$ cat src/rtl/usb_pkg.sv
// Shared USB definitions: received packet type codes, PID byte values and FIFO depth.
package usb_pkg;

    typedef enum logic [2:0] {
        PKT_NONE  = 3'd0,
        PKT_OUT   = 3'd1,
        PKT_IN    = 3'd2,
        PKT_DATA0 = 3'd3,
        PKT_DATA1 = 3'd4,
        PKT_ACK   = 3'd5,
        PKT_NAK   = 3'd6,
        PKT_STALL = 3'd7
    } rx_packet_t;

    localparam logic [7:0] PID_SYNC  = 8'h80;
    localparam logic [7:0] PID_OUT   = 8'hE1;
    localparam logic [7:0] PID_IN    = 8'h69;
    localparam logic [7:0] PID_DATA0 = 8'hC3;
    localparam logic [7:0] PID_DATA1 = 8'h4B;
    localparam logic [7:0] PID_ACK   = 8'hD2;
    localparam logic [7:0] PID_NAK   = 8'h5A;
    localparam logic [7:0] PID_STALL = 8'h1E;

    localparam int FIFO_DEPTH = 64;

    // Upper nibble must be the bitwise complement of the lower nibble.
    function automatic logic pid_check_ok(input logic [7:0] pid);
        return pid[7:4] == ~pid[3:0];
    endfunction

    // Maps a PID byte to its packet type; unsupported PIDs map to PKT_NONE.
    function automatic rx_packet_t pid_decode(input logic [7:0] pid);
        case (pid)
            PID_OUT:   return PKT_OUT;
            PID_IN:    return PKT_IN;
            PID_DATA0: return PKT_DATA0;
            PID_DATA1: return PKT_DATA1;
            PID_ACK:   return PKT_ACK;
            PID_NAK:   return PKT_NAK;
            PID_STALL: return PKT_STALL;
            default:   return PKT_NONE;
        endcase
    endfunction

endpackage

$ cat src/rtl/rx_timeout_counter.sv
// Up-counter with synchronous clear; rollover is high on the terminal count MAX_COUNT-1
// and the count wraps to zero on the following enabled cycle.
module rx_timeout_counter #(
    parameter int MAX_COUNT = 800
) (
    input  logic clk,
    input  logic rst,
    input  logic clear,
    input  logic enable,
    output logic rollover
);

    localparam int W = (MAX_COUNT > 2) ? $clog2(MAX_COUNT) : 1;

    logic [W-1:0] count_reg;

    assign rollover = (count_reg == W'(MAX_COUNT - 1));

    always_ff @(posedge clk or posedge rst) begin
        if (rst) begin
            count_reg <= '0;
        end else if (clear) begin
            count_reg <= '0;
        end else if (enable) begin
            count_reg <= rollover ? '0 : count_reg + W'(1);
        end
    end

endmodule

$ cat src/rtl/controller_rx.sv
// USB full-speed receive packet controller: checks SYNC/PID, routes DATA payload to the FIFO.
// Define RX_TIMEOUT_EN to abort packets whose byte stream stalls for TIMEOUT_CYCLES clocks.
module controller_rx
    import usb_pkg::*;
#(
    parameter int TIMEOUT_CYCLES = 800
) (
    input  logic       clk,
    input  logic       rst,
    input  logic       d_edge,
    input  logic       eop,
    input  logic       byte_received,
    input  logic [7:0] rcv_data,
    input  logic [6:0] buffer_occupancy,
    output logic       rcving,
    output logic       w_enable,
    output logic [7:0] rx_byte,
    output logic       flush,
    output logic [2:0] rx_packet,
    output logic       rx_data_ready,
    output logic       rx_error
);

    localparam logic [3:0] S_IDLE      = 4'd0;
    localparam logic [3:0] S_SYNC      = 4'd1;
    localparam logic [3:0] S_PID       = 4'd2;
    localparam logic [3:0] S_TOKEN1    = 4'd3;
    localparam logic [3:0] S_TOKEN2    = 4'd4;
    localparam logic [3:0] S_HS_EOP    = 4'd5;
    localparam logic [3:0] S_DATA      = 4'd6;
    localparam logic [3:0] S_EOP_WAIT  = 4'd7;
    localparam logic [3:0] S_DONE      = 4'd8;
    localparam logic [3:0] S_ERR_DRAIN = 4'd9;
    localparam logic [3:0] S_ERR_EOP   = 4'd10;
    localparam logic [3:0] S_ERR_HOLD  = 4'd11;

    if (TIMEOUT_CYCLES < 2) begin : g_bad_timeout
        $error("TIMEOUT_CYCLES must be at least 2");
    end

    logic [3:0] state_reg, state_next;
    rx_packet_t pending_reg, pending_next;
    rx_packet_t pid_type;
    rx_packet_t rx_packet_reg;
    logic       w_enable_reg, w_enable_next;
    logic [7:0] rx_byte_reg, rx_byte_next;
    logic       flush_reg, flush_next;
    logic       rx_data_ready_reg;
    logic       rx_error_reg;
    logic       fifo_full;
    logic       timed_state;
    logic       timeout_hit;

    assign pid_type    = pid_decode(rcv_data);
    assign fifo_full   = (buffer_occupancy >= 7'(FIFO_DEPTH));
    assign timed_state = state_reg inside {S_SYNC, S_PID, S_TOKEN1, S_TOKEN2, S_HS_EOP, S_DATA};

`ifdef RX_TIMEOUT_EN
    logic timer_clear;

    // Restart on every line event and whenever the state changes, so the budget is per gap.
    assign timer_clear = byte_received | eop | (state_next != state_reg) | ~timed_state;

    rx_timeout_counter #(
        .MAX_COUNT(TIMEOUT_CYCLES)
    ) u_timeout (
        .clk     (clk),
        .rst     (rst),
        .clear   (timer_clear),
        .enable  (timed_state),
        .rollover(timeout_hit)
    );
`else
    assign timeout_hit = 1'b0;
`endif

    always_comb begin
        state_next    = state_reg;
        pending_next  = pending_reg;
        w_enable_next = 1'b0;
        rx_byte_next  = rx_byte_reg;
        flush_next    = 1'b0;

        case (state_reg)
            S_IDLE: if (d_edge) state_next = S_SYNC;
            S_SYNC: begin
                if (eop)                state_next = S_ERR_EOP;
                else if (byte_received) state_next = (rcv_data == PID_SYNC) ? S_PID : S_ERR_DRAIN;
            end
            S_PID: begin
                if (eop) begin
                    state_next = S_ERR_EOP;
                end else if (byte_received) begin
                    state_next = S_ERR_DRAIN;
                    if (pid_check_ok(rcv_data)) begin
                        case (pid_type)
                            PKT_OUT, PKT_IN: begin
                                pending_next = pid_type;
                                state_next   = S_TOKEN1;
                            end
                            PKT_DATA0, PKT_DATA1: begin
                                pending_next = pid_type;
                                flush_next   = 1'b1;
                                state_next   = S_DATA;
                            end
                            PKT_ACK, PKT_NAK, PKT_STALL: begin
                                pending_next = pid_type;
                                state_next   = S_HS_EOP;
                            end
                            default: state_next = S_ERR_DRAIN;
                        endcase
                    end
                end
            end
            S_TOKEN1: begin
                if (eop)                state_next = S_ERR_EOP;
                else if (byte_received) state_next = S_TOKEN2;
            end
            S_TOKEN2: begin
                if (eop)                state_next = S_ERR_EOP;
                else if (byte_received) state_next = S_HS_EOP;
            end
            S_HS_EOP: begin
                if (eop)                state_next = byte_received ? S_ERR_EOP : S_EOP_WAIT;
                else if (byte_received) state_next = S_ERR_DRAIN;
            end
            S_DATA: begin
                if (byte_received) begin
                    if (!fifo_full) begin
                        w_enable_next = 1'b1;
                        rx_byte_next  = rcv_data;
                        state_next    = eop ? S_EOP_WAIT : S_DATA;
                    end else begin
                        // Overflow with the EOP already seen skips the drain wait.
                        state_next = eop ? S_ERR_EOP : S_ERR_DRAIN;
                    end
                end else if (eop) begin
                    state_next = S_EOP_WAIT;
                end
            end
            S_EOP_WAIT:  if (d_edge) state_next = S_DONE;
            S_DONE:      state_next = S_IDLE;
            S_ERR_DRAIN: if (eop) state_next = S_ERR_EOP;
            S_ERR_EOP:   if (d_edge) state_next = S_ERR_HOLD;
            S_ERR_HOLD:  if (d_edge) state_next = S_SYNC;
            default:     state_next = S_IDLE;
        endcase

        if (timed_state && timeout_hit && !byte_received && !eop) begin
            state_next = S_ERR_HOLD;
        end
    end

    always_ff @(posedge clk or posedge rst) begin
        if (rst) begin
            state_reg         <= S_IDLE;
            pending_reg       <= PKT_NONE;
            rx_packet_reg     <= PKT_NONE;
            w_enable_reg      <= 1'b0;
            rx_byte_reg       <= 8'h00;
            flush_reg         <= 1'b0;
            rx_data_ready_reg <= 1'b0;
            rx_error_reg      <= 1'b0;
        end else begin
            state_reg         <= state_next;
            pending_reg       <= pending_next;
            w_enable_reg      <= w_enable_next;
            rx_byte_reg       <= rx_byte_next;
            flush_reg         <= flush_next;
            rx_error_reg      <= (state_next == S_ERR_HOLD);
            rx_data_ready_reg <= (state_reg == S_DONE) &&
                                 (pending_reg == PKT_DATA0 || pending_reg == PKT_DATA1);
            if (state_reg == S_DONE) begin
                rx_packet_reg <= pending_reg;
            end
        end
    end

    assign rcving = state_reg inside {S_SYNC, S_PID, S_TOKEN1, S_TOKEN2, S_HS_EOP,
                                      S_DATA, S_EOP_WAIT, S_ERR_DRAIN, S_ERR_EOP};

    assign w_enable      = w_enable_reg;
    assign rx_byte       = rx_byte_reg;
    assign flush         = flush_reg;
    assign rx_packet     = rx_packet_reg;
    assign rx_data_ready = rx_data_ready_reg;
    assign rx_error      = rx_error_reg;

endmodule

$ cat config.mk
export PLATFORM = sky130hd
export DESIGN_NAME = controller_rx
export DESIGN_NICKNAME = d
export VERILOG_FILES = /design/src/rtl/usb_pkg.sv /design/src/rtl/rx_timeout_counter.sv /design/src/rtl/controller_rx.sv
export SDC_FILE = /design/constraint.sdc
export NUM_CORES = 1
export LEC_CHECK = 0
export ABC_AREA = 1
export BUFFER_PORTS_ARGS = -buffer_cell sky130_fd_sc_hd__buf_2
export CAP_MARGIN = 0
export CELL_PAD_IN_SITES_DETAIL_PLACEMENT = 1
export CELL_PAD_IN_SITES_GLOBAL_PLACEMENT = 2
export CORE_ASPECT_RATIO = 0.5
export CORE_MARGIN = 5
export CORE_UTILIZATION = 30
export DETAILED_ROUTE_END_ITERATION = 8
export PLACE_DENSITY = 0.81
export SLEW_MARGIN = 30
export SYNTH_ARGS = -nofsm -noshare
export SYNTH_HDL_FRONTEND = slang
export SYNTH_SLANG_ARGS = --single-unit
$ cat constraint.sdc
create_clock -name clk -period 3.5 [get_ports clk]
set_input_delay 0.175 -clock clk [delete_from_list [all_inputs] [get_ports clk]]
set_output_delay 0.175 -clock clk [all_outputs]
set_load 0.1 [all_outputs]
==> out/qor.csv, run 1 <==
stage;metric;value;unit
run_status;outcome;finished, violations left;
run_status;failing checks;hold timing;
placement;HPWL Detailed;3840;um
sta;Final Skew;0.00392;ns
sta;unrepaired setup endpoints after global routing;no;
critical_path;maximum fanout along the worst path;5;
critical_path;cells along the critical path;inv_2 -> nand2_1 -> inv_2 -> nand2_1 -> inv_2 -> a21oi_1 -> o21ai_0 -> buf_2;
yosys;Post-Syn Area per Cell;6.32;um^2
sta;Worst Tran Pin Value;0.798;ns
layout;area of the multi-input gates;871;um^2
clocking;clk sink count;22;
drt;via count;1611;
sta;fmax;516;MHz
critical_path;Worst Path Arrival;1.76;ns
critical_path;Crit. Startpoint;state_reg[2];
layout;layout cells sized above 1;21.8;%
sta;Slew Limit Headroom;46.5;%
pwr;Tot Pwr;0.00101;W
floorplanning;Cell Rows;18;
critical_path;reg2reg end;state_reg[2];
sta;setup_tns;0;ns
critical_path;RR Startpoint;state_reg[0];
clocking;cells resized by post-CTS repair;0;
critical_path;CP Capture Type;output pin;
worst_hold_path;min-delay worst type;input port to async pin;
run;Max Cap Violations;0;
yosys;share of the synthesized area in the top cell type;35.3;%
sta;Tmin final;1.94;ns
global_route;pin count of the biggest net entering global routing;23;
critical_path;R2R Setup Slk;1.89;ns
yosys;Yosys top cell by area;dfrtp_1;
yosys;Syn. warnings;0;
sta;fin. max-slew vios;0;
critical_path;WP data required;3.32;ns
layout;Layout Cells excl Fill;345;
critical_path;critical path startpoint category;flip-flop;
floorplanning;Initial Utilization;31.3;%
placement;Placed Cells incl. Taps;342;
floorplanning;DIE AREA;6830;um^2
yosys;Syn Nets;268;
global_route;Total GRT Usage;13.8;%
yosys;ys async rst share;100;%
placement;port buffer count;29;
clocking;CTS root buf;clkbuf_8;
critical_path;Crit Path Class;flip-flop to output pin;
layout;Storage cell area;551;um^2
clocking;number of CTS-inserted buffers;3;
global_route;first-pass GRT wire length;7710;um
clocking;clk_lat worst skew;0.26;ns
placement;RePlAce Congestion;0.840;
sta;# setup viols final;0;
layout;antenna diode count;0;
layout;nets;298;
floorplanning;core area;4980;um^2
clocking;setup repair bufs after CTS;0;
pwr;P_leak;1.02;nW
yosys;Mapped Cells;247;
floorplanning;Die W;112;um
sta;Tcrit/Tclk final;55.3;%
floorplanning;Die Span Y;61.0;um
critical_path;CP dominant cell by count;inv_2;
sta;worst hold slack;-0.0473;ns
drt;final wirelength;4580;um
critical_path;CP max-delay cell;dfrtp_1;
global_route;vias in the first global route;1597;
placement;worst slack, placed;1.85;ns
global_route;global route overflow;0;
clocking;Max Buffers Root-to-Sink;2;
floorplanning;IO Pins;36;
drt;Avg WL per Cell;13.3;um
clocking;Clock transition at path regs;0.08;ns
global_route;initial antenna violation count;0;
layout;Largest register FFs;8;
pwr;VDD IR max;0.379;mV
drt;Post-DRT Antenna Nets;0;
critical_path;Worst R2R Path Depth;7;
yosys;register bit total from synthesis;22;
yosys;synth unique cells;25;
pwr;P per Cell Area;558;nW/um^2
critical_path;Worst path max stage delay;0.46;ns
yosys;largest cells by area after synthesis;dfrtp_1, nand2_1, nor2_1;
drt;detail-routed via count per cell;4.67;
sta;final worst slack;1.56;ns
sta;Fin. Hold Viols;22;
yosys;register area share after synthesis;35.3;%
clocking;CTS tree;yes;
clocking;Post-CTS Hold Fix Bufs;0;
layout;Layout area overhead;16.1;%
yosys;Cell Area, Synth;1560;um^2
layout;fill count;691;
yosys;most frequently used flop master after synthesis;dfrtp_1;
drt;Remaining DRCs;0;
drt;DRT iter0 DRCs;43;
yosys;EDFF count, synth;0;
drt;Pre-antenna DRT Iters;4;
clocking;H-tree lvl count;1;
[critical path: cells and delay by family, from the launching register on]
kind	cells	cell delay, ns
AO/OA/AOI/OAI	2	0.12
buffers and inverters	4	0.75
flip-flops	1	0.46
AND/OR/NAND/NOR	2	0.16
[layout by cell type, fill, tap and decap left out]
cell type / n
nand4_1: 4
buf_2: 29
nand3_1: 12
a22oi_1: 1
ha_1: 1
o21a_1: 1
o21ai_1: 13
nor3_1: 3
o21bai_1: 1
xnor2_1: 1
clkbuf_8: 3
nand2_2: 5
nor2_2: 4
a221oi_1: 1
a21oi_1: 7
nor2_1: 34
nand2_1: 88
nor2_4: 4
inv_2: 15
clkinv_1: 1
o21ai_0: 5
dfrtp_1: 22
o31ai_1: 1
inv_1: 15
o211ai_1: 1
o22ai_1: 3
[Yosys cell counts (4+ instances only)]
cell type,count
inv_1,16
a21oi_1,7
dfrtp_1,22
o21ai_1,13
nor2_4,4
nor2_1,34
inv_2,15
o21ai_0,5
nand4_1,4
nand3_1,12
nor2_2,4
nand2_1,88
nand2_2,5
[cells by family (layout without fill, tap and decap cells)]
family	count (synthesis)	count (layout)	share of synthesized area (%)
buffers and inverters	35	63	8.90
DFF	22	22	35.3
xor gates and xnor gates	1	1	0.561
adders and majority gates	1	1	0.802
and+or+nand+nor	154	154	42.3
AOI/OAI and AO/OA	34	34	12.2
[per-layer routing]
layer | vias to the layer above | part of all wire [%] | global-route usage [%]
met3 | 2 | 2.4 | 2.69
met2 | 14 | 45 | 24.2
met4 | 0 | 0.26 | 1.03
met1 | 755 | 52 | 19.0
met5 | - | 0 | 0
li1 | 840 | - | -
[area by class of cell]
cell class | count | area share [%]
Clock buffer | 3 | 2.28
Inverter | 31 | 6.42
Multi-Input combinational cell | 190 | 48.1
Sequential cell | 22 | 30.4
Tap cell | 70 | 4.83
Timing Repair Buffer | 29 | 8.01
[through the flow]
step | instance area, um^2 | hold WS, ns | utilization, %
6_report | 1810 | -0.0473 | 36.4
5_1_grt | 1810 | 0.00249 | 36.4
4_1_cts | 1810 | 0.106 | 36.4
3_5_place_dp | 1770 | 0.392 | 35.6
3_3_place_gp | 1770 | 0.364 | 35.6
2_1_floorplan | 1560 | 0.164 | -
[report_power, final]
group	switching (W)	internal, W
Combinational	0.000405	0.000117
Clock	0.0000786	0.0000768
Sequential	0.0000477	0.000285
Total	0.000531	0.000479
[worst max path at each step]
stage                   endpoint
finish                    rcving
detailed placement        rcving
global route              rcving
floorplan                 rcving
CTS                       rcving
global placement    state_reg[2]
No activity file was read; power rests on OpenSTA's default activity.
==> run 2: changes to the inputs <==
--- a/config.mk
+++ b/config.mk
@@ -5,16 +5,16 @@
 export SDC_FILE = /design/constraint.sdc
 export NUM_CORES = 1
 export LEC_CHECK = 0
-export ABC_AREA = 1
+export ABC_AREA = 0
 export BUFFER_PORTS_ARGS = -buffer_cell sky130_fd_sc_hd__buf_2
 export CAP_MARGIN = 0
 export CELL_PAD_IN_SITES_DETAIL_PLACEMENT = 1
 export CELL_PAD_IN_SITES_GLOBAL_PLACEMENT = 2
 export CORE_ASPECT_RATIO = 0.5
 export CORE_MARGIN = 5
-export CORE_UTILIZATION = 30
+export CORE_UTILIZATION = 28
 export DETAILED_ROUTE_END_ITERATION = 8
-export PLACE_DENSITY = 0.81
+export PLACE_DENSITY = 0.72
 export SLEW_MARGIN = 30
 export SYNTH_ARGS = -nofsm -noshare
 export SYNTH_HDL_FRONTEND = slang
==> constraint.sdc (replaced) <==
create_clock -name clk -period 1.6 [get_ports clk]
set_input_delay 0.08 -clock clk [delete_from_list [all_inputs] [get_ports clk]]
set_output_delay 0.08 -clock clk [all_outputs]
set_load 0.1 [all_outputs]
==> out/qor.csv, run 2 <==
stage;metric;value;unit;change
run_status;outcome;finished, violations left;;
run_status;failing checks;setup timing;;
floorplanning;Die W;112;um;+0.20%
global_route;vias in the first global route;1605;;+0.50%
sta;fmax;574;MHz;
drt;final wirelength;4760;um;+4.0%
drt;via count;1488;;-7.6%
clocking;CTS tree;yes;;
pwr;P per Cell Area;1450;nW/um^2;+160%
yosys;Syn Nets;188;;-30%
global_route;pin count of the biggest net entering global routing;23;;unchanged
yosys;ys async rst share;100;%;unchanged
critical_path;Worst Path Arrival;1.94;ns;+0.18 ns
yosys;most frequently used flop master after synthesis;dfrtp_1;;
critical_path;RR Startpoint;state_reg[0];;
yosys;Post-synth top cells;dfrtp_1, nand2_1, mux2_2, nand2b_1, nor2_1;;
clocking;Max Buffers Root-to-Sink;2;;unchanged
sta;Worst Tran Pin Value;0.488;ns;-0.310 ns
worst_hold_path;min-delay worst type;input port to flip-flop;;
floorplanning;Cell Rows;18;;unchanged
yosys;share of the synthesized area in the top cell type;37.6;%;+2.4 points
critical_path;CP Capture Type;flip-flop;;
worst_hold_path;HP Start;rcv_data[1];;
critical_path;Crit Path Class;flip-flop to flip-flop;;
floorplanning;Die Span Y;61.1;um;+0.18%
critical_path;maximum fanout along the worst path;5;;unchanged
layout;nets;255;;-14%
drt;detail-routed via count per cell;4.93;;+5.5%
layout;most frequent cells in the layout;buf_4, buf_2, dfrtp_1;;
yosys;Syn. warnings;0;;unchanged
run;Max Cap Violations;0;;unchanged
placement;port buffer count;29;;unchanged
yosys;synth unique cells;45;;+80%
sta;Tcrit/Tclk final;109;%;
yosys;Yosys top cell by area;dfrtp_1;;
layout;Layout area overhead;49.7;%;
pwr;VDD IR max;0.492;mV;+30%
critical_path;R2R Setup Slk;-0.14;ns;-2.03 ns
sta;final worst slack;-0.143;ns;-1.71 ns
sta;# setup viols final;13;;+13
layout;most common cell after layout, fill and taps aside;buf_4;;
global_route;first-pass GRT wire length;7840;um;+1.6%
layout;Core Util, Final;43.8;%;+7.4 points
sta;Slew Limit Headroom;67.7;%;+21 points
yosys;Mapped Cells;167;;-32%
drt;Avg WL per Cell;15.8;um;+19%
layout;layout cells sized above 1;49.1;%;+27 points
layout;antenna diode count;0;;unchanged
global_route;global route overflow;0;;unchanged
layout;final instance area;2190;um^2;+21%
yosys;Post-Syn Area per Cell;8.76;um^2;+39%
floorplanning;DIE AREA;6860;um^2;+0.38%
sta;Tmin final;1.74;ns;
floorplanning;IO Pins;36;;unchanged
sta;Final Skew;0.00572;ns;+0.00180 ns
sta;worst hold slack;0.117;ns;+0.164 ns
drt;Pre-antenna DRT Iters;4;;unchanged
yosys;register bit total from synthesis;22;;unchanged
yosys;register area share after synthesis;37.6;%;+2.4 points
yosys;largest cells by area after synthesis;dfrtp_1, mux2_2, nand2b_1;;
critical_path;CP max-delay cell;or4b_4;;
yosys;Cell Area, Synth;1460;um^2;-6.3%
clocking;H-tree lvl count;1;;unchanged
drt;DRT iter0 DRCs;31;;-28%
placement;DP Area;1940;um^2;+9.5%
floorplanning;core area;5000;um^2;+0.45%
placement;HPWL Detailed;3570;um;-7.0%
sta;setup_tns;-1.02;ns;-1.02 ns
critical_path;Worst path max stage delay;0.53;ns;+0.07 ns
clocking;clk_lat worst skew;0.26;ns;about the same
critical_path;delay-heaviest family, CP;simple AND/OR/NAND/NOR gates;;
layout;Largest register FFs;8;;unchanged
global_route;initial antenna violation count;0;;unchanged
drt;Post-DRT Antenna Nets;0;;unchanged
critical_path;WP data required;1.80;ns;-1.52 ns
placement;RePlAce Congestion;0.906;;+7.9%
clocking;CTS root buf;clkbuf_8;;
critical_path;cells along the critical path;nand2b_4 -> or4b_4 -> a311oi_2 -> o22ai_1 -> o21ai_1;;
critical_path;CP bufs+invs;0;;-4
sta;unrepaired setup endpoints after global routing;yes;;
floorplanning;Initial Utilization;29.3;%;-2.1 points
critical_path;Crit. Startpoint;state_reg[0];;
sta;fin. max-slew vios;0;;unchanged
global_route;Total GRT Usage;14.2;%;+0.41 points
sta;Fin. Hold Viols;0;;-100%
drt;Remaining DRCs;0;;unchanged
critical_path;critical path startpoint category;flip-flop;;
pwr;P_leak;1.02;nW;about the same
yosys;most common cell in the netlist;dfrtp_1;;
clocking;clk sink count;22;;unchanged
clocking;Clock transition at path regs;0.08;ns;about the same
yosys;EDFF count, synth;0;;unchanged
clocking;number of CTS-inserted buffers;3;;unchanged
==> run 2: cell count changes in the layout (fill, tap and decap cells not counted), moves of 6 or more <==
cell / delta
nor2_1: -26
inv_1: -10
nand3_1: -7
nand2_1: -71
inv_2: -14
o21ai_1: -9
nor2b_1: +6
nand2b_1: +8
mux2_2: +11
buf_4: +34
==> run 2: kinds of logic after synthesis <==
group	share of synthesized area (%)
muxes	8.47
AOI/OAI and AO/OA	21.7
DFF	37.6
and+or+nand+nor	25.5
adders and majority gates	0.855
xor gates and xnor gates	1.20
buffers and inverters	4.62
==> run 2: report_power, final <==
group / switching, W / internal (W)
Clock: 0.000174 / 0.000168
Sequential: 0.0000741 / 0.000643
Combinational: 0.00122 / 0.000902
==> run 2: area by class of cell <==
cell class,instances,area (um^2)
Tap cell,70,87.6
Fill cell,610,2810
Clock buffer,3,41.3
Timing Repair Buffer,70,502
Sequential cell,22,553
Inverter,6,22.5
Multi-Input combinational cell,131,983
==> run 2: routing by layer <==
layer	share of wire [%]	wire length (um)	track usage [%]
met3	2.3	108	1.96
met5	0	0	0
met2	46	2200	25.7
met1	50	2390	18.6
met4	1.3	63	3.60
==> run 2: worst register-to-register path: cells and delay by family (launching register included) <==
family / cells / cell delay [ns]
AND/OR/NAND/NOR: 2 / 0.69
AO/OA/AOI/OAI: 3 / 0.53
flip-flops: 1 / 0.45
==> run 2: per-stage QoR <==
step                power [W]  worst slack [ns]  cells
global placement      0.00247            -0.218    292
detailed placement    0.00249            -0.282    292
floorplan             0.00185           -0.0989    167
finish                0.00318            -0.143    302
CTS                   0.00308            -0.114    303
global route          0.00336            -0.204    302
==> run 2: final timing paths <==
kind / endpoint / cells past startpoint
setup / recovery: state_reg[2] / 5
hold / removal: rx_byte[1] / 2
setup reg to reg: state_reg[2] / 5
hold reg to reg: rx_byte[0] / 1
max in group asynchronous: state_reg[1] / 4
min in group asynchronous: pending_reg[1] / 4
==> run 2: timing repair <==
action                                 in CTS  in global routing
setup endpoints to repair                  15                 19
pin swaps                                   6                  8
gates resized for setup                    21                 22
cloned                                      2                  0
endpoints found under the hold margin      22                  0
hold buffers                                1                  0
setup buffers                               5                  1
==> run 3: changes to the inputs <==
--- a/config.mk
+++ b/config.mk
@@ -18,4 +18,5 @@
 export SLEW_MARGIN = 30
 export SYNTH_ARGS = -nofsm -noshare
 export SYNTH_HDL_FRONTEND = slang
+export SYNTH_HIERARCHICAL = 1
 export SYNTH_SLANG_ARGS = --single-unit
==> constraint.sdc (replaced) <==
create_clock -name clk -period 1.5 [get_ports clk]
set_input_delay 0.075 -clock clk [delete_from_list [all_inputs] [get_ports clk]]
set_output_delay 0.075 -clock clk [all_outputs]
set_load 0.1 [all_outputs]
==> out/qor.csv, run 3 <==
stage;metric;value;unit;change
clocking;CTS tree;yes;;
yosys;share of the synthesized area in the top cell type;37.6;%;unchanged
yosys;Post-Syn Area per Cell;8.76;um^2;unchanged
clocking;Clock transition at path regs;0.08;ns;about the same
layout;antenna diode count;0;;unchanged
drt;DRT iter0 DRCs;35;;+13%
critical_path;RR Startpoint;state_reg[1];;
layout;area of the multi-input gates;995;um^2;+1.1%
drt;Met1 Wirelength;2330;um;-2.3%
sta;Final Skew;0.00207;ns;-0.00365 ns
worst_hold_path;HP Start;rcv_data[1];;
yosys;register area share after synthesis;37.6;%;unchanged
yosys;largest cells by area after synthesis;dfrtp_1, mux2_2, nand2b_1;;
yosys;Compound-Gate Fraction of Synth Area;21.7;%;unchanged
sta;fin. max-slew vios;0;;unchanged
drt;Met3 Wirelength;103;um;-4.6%
critical_path;R2R Setup Slk;-0.18;ns;-0.04 ns
clocking;number of CTS-inserted buffers;3;;unchanged
drt;via count;1533;;+3.0%
critical_path;reg2reg end;rx_error;;
yosys;largest family of logic cells by synthesized area;simple AND/OR/NAND/NOR gates;;
critical_path;CP max-delay cell;or4_4;;
sta;final worst slack;-0.181;ns;-0.0383 ns
clocking;clk sink count;22;;unchanged
clocking;clk_lat worst skew;0.26;ns;about the same
yosys;Post-synth top cells;dfrtp_1, nand2_1, mux2_2, nand2b_1, nor2_1;;
clocking;CTS root buf;clkbuf_8;;
critical_path;cells along the critical path;buf_6 -> a21oi_2 -> or3_4 -> a21oi_2 -> or4_4 -> o211a_1;;
global_route;global route overflow;0;;unchanged
critical_path;Worst path max stage delay;0.53;ns;about the same
global_route;first-pass GRT wire length;8180;um;+4.3%
pwr;P_sw;0.00160;W;+9.2%
yosys;Syn Nets;188;;unchanged
yosys;post-synthesis xor/xnor area fraction;1.20;%;unchanged
pwr;Clk network pwr share;10.4;%;-0.4 points
sta;Tcrit/Tclk final;112;%;+3.1 points
clocking;Max Buffers Root-to-Sink;2;;unchanged
yosys;Mapped Cells;167;;unchanged
floorplanning;Initial Utilization;29.3;%;unchanged
critical_path;critical path startpoint category;flip-flop;;
drt;Pre-antenna DRT Iters;4;;unchanged
critical_path;CP dominant cell by count;a21oi_2;;
pwr;VDD IR max;1.01;mV;+110%
layout;nets;269;;+5.5%
layout;Core Util, Final;46.0;%;+2.2 points
yosys;most common cell in the netlist;dfrtp_1;;
critical_path;maximum fanout along the worst path;6;;+1
yosys;EDFF count, synth;0;;unchanged
critical_path;CP Capture Type;flip-flop;;
layout;Storage cell area;552;um^2;-0.23%
floorplanning;DIE AREA;6860;um^2;unchanged
run_status;outcome;finished, violations left;;
drt;Remaining DRCs;0;;unchanged
yosys;Syn. warnings;6;;+6
drt;final wirelength;4730;um;-0.61%
critical_path;delay-heaviest family, CP;simple AND/OR/NAND/NOR gates;;
drt;top sig layer;met4;;
layout;most frequent cells in the layout;buf_4, buf_2, dfrtp_1;;
floorplanning;IO Pins;36;;unchanged
pwr;Pint;0.00188;W;+9.9%
global_route;Total GRT Usage;14.7;%;+0.47 points
global_route;vias in the first global route;1665;;+3.7%
critical_path;Worst R2R Path Depth;6;;+1
worst_hold_path;Hold Path Cell Cnt;2;;unchanged
placement;RePlAce Congestion;0.918;;+1.3%
layout;most common cell after layout, fill and taps aside;buf_4;;
critical_path;WP depth;6;;+1
pwr;P_leak;1.08;nW;+5.7%
global_route;pin count of the biggest net entering global routing;23;;unchanged
layout;Largest register FFs;8;;unchanged
floorplanning;Die W;112;um;unchanged
layout;layout cells sized above 1;50.4;%;+1.3 points
drt;Post-DRT Antenna Nets;0;;unchanged
placement;port buffer count;29;;unchanged
layout;fill count;604;;-0.98%
run;Max Cap Violations;0;;unchanged
layout;Layout area overhead;57.2;%;
yosys;most frequently used flop master after synthesis;dfrtp_1;;
pwr;switch share;45.9;%;-0.16 points
yosys;Yosys top cell by area;dfrtp_1;;
pwr;logic gate share of total power;67.5;%;+0.8 points
critical_path;Worst Path Arrival;1.83;ns;-0.11 ns
clocking;H-tree lvl count;1;;unchanged
yosys;Cell Area, Synth;1460;um^2;unchanged
worst_hold_path;Worst Hold Path EP;rx_byte[1];;
yosys;Synth Area in Adders;0.855;%;unchanged
drt;Avg WL per Cell;15.0;um;-5.0%
yosys;ys async rst share;100;%;unchanged
pwr;P per Cell Area;1510;nW/um^2;+4.3%
critical_path;WP data required;1.65;ns;-0.15 ns
floorplanning;Die Span Y;61.1;um;unchanged
sta;Fin. Hold Viols;0;;unchanged
sta;setup_tns;-2.22;ns;-1.20 ns
yosys;synth unique cells;45;;unchanged
floorplanning;Cell Rows;18;;unchanged
sta;Worst Tran Pin Value;0.496;ns;+0.00743 ns
yosys;mux cell area share after synthesis;8.47;%;unchanged
critical_path;Crit Path Class;flip-flop to flip-flop;;
drt;detail-routed via count per cell;4.85;;-1.5%
floorplanning;core area;5000;um^2;unchanged
sta;unrepaired setup endpoints after global routing;yes;;
sta;Slew Limit Headroom;67.2;%;-0.49 points
sta;Tmin final;1.68;ns;-0.0617 ns
placement;worst slack, placed;-0.408;ns;-0.125 ns
critical_path;CP bufs+invs;1;;+1
worst_hold_path;min-delay worst type;input port to flip-flop;;
placement;DP Area;2030;um^2;+4.8%
pwr;Tot Pwr;0.00348;W;+9.6%
run_status;failing checks;setup timing;;
placement;HPWL Detailed;3680;um;+3.1%
global_route;initial antenna violation count;0;;unchanged
layout;final instance area;2300;um^2;+5.0%
yosys;simple-gate area share of the yosys netlist;25.5;%;unchanged
sta;# setup viols final;17;;+4
drt;metal2 WL;2230;um;+1.4%
pwr;Seq pwr share;22.1;%;-0.5 points
yosys;register bit total from synthesis;22;;unchanged
sta;fmax;595;MHz;+3.7%
## run 3: what timing repair did
action	in CTS	in global routing
setup buffers	5	1
endpoints found under the hold margin	22	0
resized for setup	30	11
endpoints found under the setup margin	20	19
pin swaps	11	6
gates cloned	0	0
hold buffers	1	0
## run 3: worst register-to-register path, delay by kind of cell, from the launching register on
kind,cells,cell delay [ns]
simple gates,2,0.66
flops,1,0.48
buf+inv,1,0.15
compound gates,3,0.28
## run 3: per-stage QoR
stage / cells / hold slack (ns)
global placement: 306 / 0.121
finish: 316 / 0.0981
floorplan: 167 / 0.0642
detailed placement: 306 / 0.130
global route: 316 / 0.101
CTS: 315 / 0.0933
## run 3: logic make-up (layout without fill, tap and decap cells)
family / count (synthesis) / in the layout
multiplexers: 11 / 11
AO/OA/AOI/OAI: 47 / 47
flip-flops: 22 / 22
buffers and inverters: 14 / 93
AND/OR/NAND/NOR: 70 / 70
XOR/XNOR: 2 / 2
adder cells (fa/ha/maj): 1 / 1
## run 3: power groups by stage
stage | logic (W) | clock network, W | registers [W]
final | 0.00235 | 0.000362 | 0.000769
after global routing | 0.00250 | 0.000406 | 0.000786
after CTS | 0.00221 | 0.000380 | 0.000761
after detailed placement | 0.00194 | 0 | 0.000761
after global placement | 0.00191 | 0 | 0.000754
after floorplan | 0.000908 | 0 | 0.00106
## run 3: cell type report
cell class / instances / share of cell area, %
multi-input combinational: 131 / 43.3
timing repair buffer: 84 / 26.2
sequential: 22 / 24.0
tap: 70 / 3.81
clock buffer: 3 / 1.80
inverter: 6 / 0.979
## run 3: worst max-delay path by stage
stage	from	end	slack (ns)
2_1_floorplan	state_reg[1]	rcving	-0.19
3_5_place_dp	state_reg[1]	rx_error	-0.41
5_1_grt	state_reg[1]	rcving	-0.25
3_3_place_gp	state_reg[1]	rx_error	-0.30
4_1_cts	state_reg[1]	rx_error	-0.17
6_report	state_reg[1]	rx_error	-0.18
## run 3: metal layers
layer	track usage, %	vias to the layer above
li1	-	765
met3	2.16	4
met5	0	-
met1	19.3	742
met2	26.2	22
met4	4.11	0
